--- config.mk ---
export PLATFORM = sky130hd
export DESIGN_NAME = latch_bank_arb
export DESIGN_NICKNAME = d
export VERILOG_FILES = /design/src/rtl/latch_bank_arb.sv
export SDC_FILE = /design/constraint.sdc
export NUM_CORES = 1
export LEC_CHECK = 0
export CAP_MARGIN = 20
export CELL_PAD_IN_SITES_DETAIL_PLACEMENT = 0
export CELL_PAD_IN_SITES_GLOBAL_PLACEMENT = 1
export CORE_AREA = 2 2 69 52
export CTS_CLUSTER_SIZE = 12
export DETAILED_ROUTE_END_ITERATION = 16
export DIE_AREA = 0 0 71 54
export PLACE_DENSITY = 0.83
export SYNTH_ARGS = -nofsm -noshare
export SYNTH_HDL_FRONTEND = slang
export SYNTH_SLANG_ARGS = --single-unit
--- constraint.sdc ---
create_clock -name clk -period 3.9 [get_ports clk]
set_input_delay 0.39 -clock clk [delete_from_list [all_inputs] [get_ports clk]]
set_output_delay 0.39 -clock clk [all_outputs]
set_load 0.01 [all_outputs]
--- src/rtl/latch_bank_arb.sv ---
// Round-robin write sequencer for a shared bank of level-sensitive latches.
// Each grant runs setup / open / hold so latch_d never moves while latch_en is high.
module latch_bank_arb #(
  parameter int WIDTH       = 8,
  parameter int OPEN_CYCLES = 2
) (
  input  logic             clk,
  input  logic             reset_n,
  input  logic             req0,
  input  logic             req1,
  input  logic [WIDTH-1:0] data0,
  input  logic [WIDTH-1:0] data1,
  output logic             ack0,
  output logic             ack1,
  output logic             latch_en,
  output logic [WIDTH-1:0] latch_d,
  input  logic [WIDTH-1:0] latch_q,
  output logic             busy,
  output logic             err
);

  localparam int CW = $clog2(OPEN_CYCLES + 1);

  typedef enum logic [2:0] {IDLE, SETUP, OPEN, HOLD, ACK} state_t;

  state_t           state_q;
  logic             sel_q;
  logic             last_q;
  logic [CW-1:0]    cnt_q;
  logic             ack0_q;
  logic             ack1_q;
  logic             latch_en_q;
  logic [WIDTH-1:0] latch_d_q;
  logic             busy_q;
  logic             err_q;
  logic             win_d;

  // A tie goes to whoever was not served most recently.
  assign win_d = (req0 && req1) ? ~last_q : req1;

  always_ff @(posedge clk or negedge reset_n) begin
    if (!reset_n) begin
      state_q    <= IDLE;
      sel_q      <= 1'b0;
      last_q     <= 1'b1;
      cnt_q      <= '0;
      ack0_q     <= 1'b0;
      ack1_q     <= 1'b0;
      latch_en_q <= 1'b0;
      latch_d_q  <= '0;
      busy_q     <= 1'b0;
      err_q      <= 1'b0;
    end else begin
      case (state_q)
        IDLE: begin
          if (req0 || req1) begin
            sel_q     <= win_d;
            latch_d_q <= win_d ? data1 : data0;
            busy_q    <= 1'b1;
            state_q   <= SETUP;
          end
        end
        SETUP: begin
          cnt_q      <= CW'(OPEN_CYCLES - 1);
          latch_en_q <= 1'b1;
          state_q    <= OPEN;
        end
        OPEN: begin
          if (cnt_q != '0) begin
            cnt_q <= cnt_q - CW'(1);
          end else begin
            latch_en_q <= 1'b0;
            state_q    <= HOLD;
          end
        end
        HOLD: begin
          if (latch_q != latch_d_q) begin
            err_q <= 1'b1;
          end
          ack0_q  <= ~sel_q;
          ack1_q  <= sel_q;
          state_q <= ACK;
        end
        ACK: begin
          ack0_q  <= 1'b0;
          ack1_q  <= 1'b0;
          busy_q  <= 1'b0;
          last_q  <= sel_q;
          state_q <= IDLE;
        end
        default: begin
          ack0_q     <= 1'b0;
          ack1_q     <= 1'b0;
          latch_en_q <= 1'b0;
          busy_q     <= 1'b0;
          state_q    <= IDLE;
        end
      endcase
    end
  end

  assign ack0     = ack0_q;
  assign ack1     = ack1_q;
  assign latch_en = latch_en_q;
  assign latch_d  = latch_d_q;
  assign busy     = busy_q;
  assign err      = err_q;

endmodule
==> results by group <==
Status
  – Status: complete, no violations

STA
  – Relative slew slack: 39.8%
  – Fin. max-slew vios: 0
  – Slew at the pin with the worst max-slew slack: 900 ps
  – Setup-failing EPs final: 0
  – RSZ-0062 raised after global routing: false
  – Setup TNS: 0 ps
  – Final period utilization: 48.9%
  – FMAX: 524 MHz
  – Clock Skews: 4.28 ps
  – Post-layout min period: 1910 ps
  – Fin. Hold Viols: 0

Floorplanning
  – Chip width: 71 um
  – Die H: 54 um
  – Row Count: 18
  – Core area: 3270 um2
  – Num ports: 41
  – Die area: 3830 um2
  – Initial Util: 31.7%

Detailed routing
  – Vias per cell: 4.64
  – Wire per inst: 12.4 um
  – Drc violations: 0
  – Detail Route Antenna Nets: 0
  – Vias: 845
  – Pre-Repair DR Iteration Count: 4
  – Iter 0 DRT Violations: 21
  – Detailed-route wire length: 2260 um

Yosys
  – Syn Std Cell Area: 1030 um2
  – Post-synth cell types: 27
  – Sequential-to-total area share from yosys stat: 48.5%
  – Yosys top cell by area: dfrtp_1
  – Syn Nets: 131
  – Largest cells by area after synthesis: dfrtp_1 46%, mux2i_1 8.7%, xnor2_1 7.6%
  – Synth top area share: 45.9%
  – Ys Warns: 0
  – Post-Synthesis Cells: 102
  – Syn_area_per_cell: 10.1 um2
  – Seq cells post-synth: 20

Critical path
  – Critical Path, Cell by Cell: nor4_4, mux2_2
  – CP peak stage delay: 850 ps
  – Critical path type: reg -> reg
  – Critical Path AT: 2060 ps
  – CP max-delay cell: nor4_4
  – Critical Path Sink Type: flip-flop
  – Largest delay share family, worst path: simple AND/OR/NAND/NOR gates
  – CP max FO: 17
  – Worst Setup Start Kind: flip-flop
  – WP buf/inv: 0
  – Critical path required time: 4050 ps

CTS
  – CTS Hold Buffers Added: 0
  – Clk buf depth: 2
  – CTS resizes: 0
  – Setup Fix Bufs, Post-CTS: 0
  – Clock network latency to the later pin of the worst-skew pair: 260 ps
  – Clk sinks: 20
  – Number of CTS-inserted buffers: 3
  – Root Buffer: clkbuf_8
  – CTS tree: done
  – H-tree depth: 1
  – Clock slew at reported path FFs: 80 ps

Power and ir drop
  – Maximum VDD drop: 0.256 mV
  – Leak Pwr: 0.612 nW
  – Power Total: 0.00109 W
  – Power density cells: 716 nW/um2

Placement
  – Port Buffers: 40
  – Placed insts: 177
  – Placement Cell Area: 1450 um2
  – GPL Wtd Cong: 0.701
  – Hpwl dp: 1690 um

Global routing
  – Vias in the first global route: 859
  – GRT Util Overall: 12.9%
  – Initial antenna violation count: 0
  – Global-route wire length before repair: 3750 um
  – Largest net degree at the start of global routing: 21
  – GRT overflow: 0

Cells and area
  – Layout Nets: 172
  – Design area: 1530 um2
  – Commonest cells after routing, fill and taps aside: 40 x clkdlybuf4s50_1, 19 x dfrtp_1, 18 x nor2_1
  – Layout area overhead: 47.6%
  – Most common cell after layout, fill and taps aside: clkdlybuf4s50_1
  – Antenna Cells: 0
  – Cell Count, Final, Fillers Out: 182
  – Layout cells sized above 1: 8.45%

Flow run
  – Number of max-cap violations: 0

Worst hold path
  – Hold crit path type: reg -> reg
==> metrics by stage <==
stage | hold slack, ps | util (%) | setup WS (ps)
finish | 492 | 46.8 | 1990
floorplan | 94.4 | - | 2490
global route | 544 | 46.8 | 1880
CTS | 500 | 46.6 | 1820
global placement | 466 | 44.4 | 1640
detailed placement | 478 | 44.4 | 1530
==> worst register-to-register path: stages, from the launching register on <==
cell and delay, ps:
dfrtp_1 540, nor4_4 850, mux2_2 410
==> worst paths after layout <==
path | slack, ps | cells past startpoint | from | end
worst max register to register | 1990 | 2 | state_q[0] | sel_q
max in group asynchronous | 2710 | 1 | reset_n | state_q[1]
min in group asynchronous | 630 | 1 | reset_n | latch_d[6]
worst min-delay path | 490 | 1 | err | err
worst max-delay path | 1990 | 2 | state_q[0] | sel_q
worst min register to register | 490 | 1 | err | err
==> layout make-up <==
class	count	area, um2
timing repair buffer	41	408
clock buffer	3	41.3
multi-input combinational	72	478
fill	284	1740
tap	40	50.0
clock inverter	1	30.0
inverter	5	18.8
sequential	20	502
==> cell usage after synthesis <==
library cell,n
buf_6,2
mux2_4,1
ha_1,1
dfstp_2,1
a21boi_0,1
inv_1,5
nor4_4,1
a21oi_1,11
nand2_1,2
clkbuf_2,1
a21oi_2,2
mux2i_1,9
buf_2,1
or3_2,1
nand4_1,2
nor3_1,2
nor2_1,18
o21a_1,1
nor4_1,2
o21ai_0,5
nand2b_1,1
nand3_1,1
dfrtp_1,19
o211ai_1,1
mux2_2,1
xnor2_1,9
clkbuf_1,1
==> flip-flops by register name, summed over array words and instances, names as in the netlist <==
| signal | flops |
|---|---|
| latch_d | 8 |
| state_q | 3 |
| cnt_q | 2 |
| ack0 | 1 |
| ack1 | 1 |
| busy | 1 |
| err | 1 |
| last_q | 1 |
| latch_en | 1 |
| sel_q | 1 |
==> power breakdown <==
part	switching (W)	internal (W)
logic	0.000207	0.000269
clock network	0.0000701	0.000137
registers	0.000109	0.000302
==> kinds of logic after synthesis <==
logic type	synth area share, %
DFF	48.5
AOI/OAI and AO/OA	11.6
buffers and inverters	5.32
muxes	11.2
xor gates and xnor gates	7.62
adders and majority gates	1.21
and+or+nand+nor	14.5
==> routing by layer <==
| metal | global-route usage [%] | vias to the layer above | share of wire, % |
|---|---|---|---|
| met3 | 5.06 | 5 | 6.6 |
| met2 | 21.7 | 28 | 44 |
| li1 | - | 426 | - |
| met5 | 0 | - | 0 |
| met1 | 15.2 | 386 | 48 |
| met4 | 5.35 | 0 | 1.5 |
No activity file was read; power rests on OpenSTA's default activity.
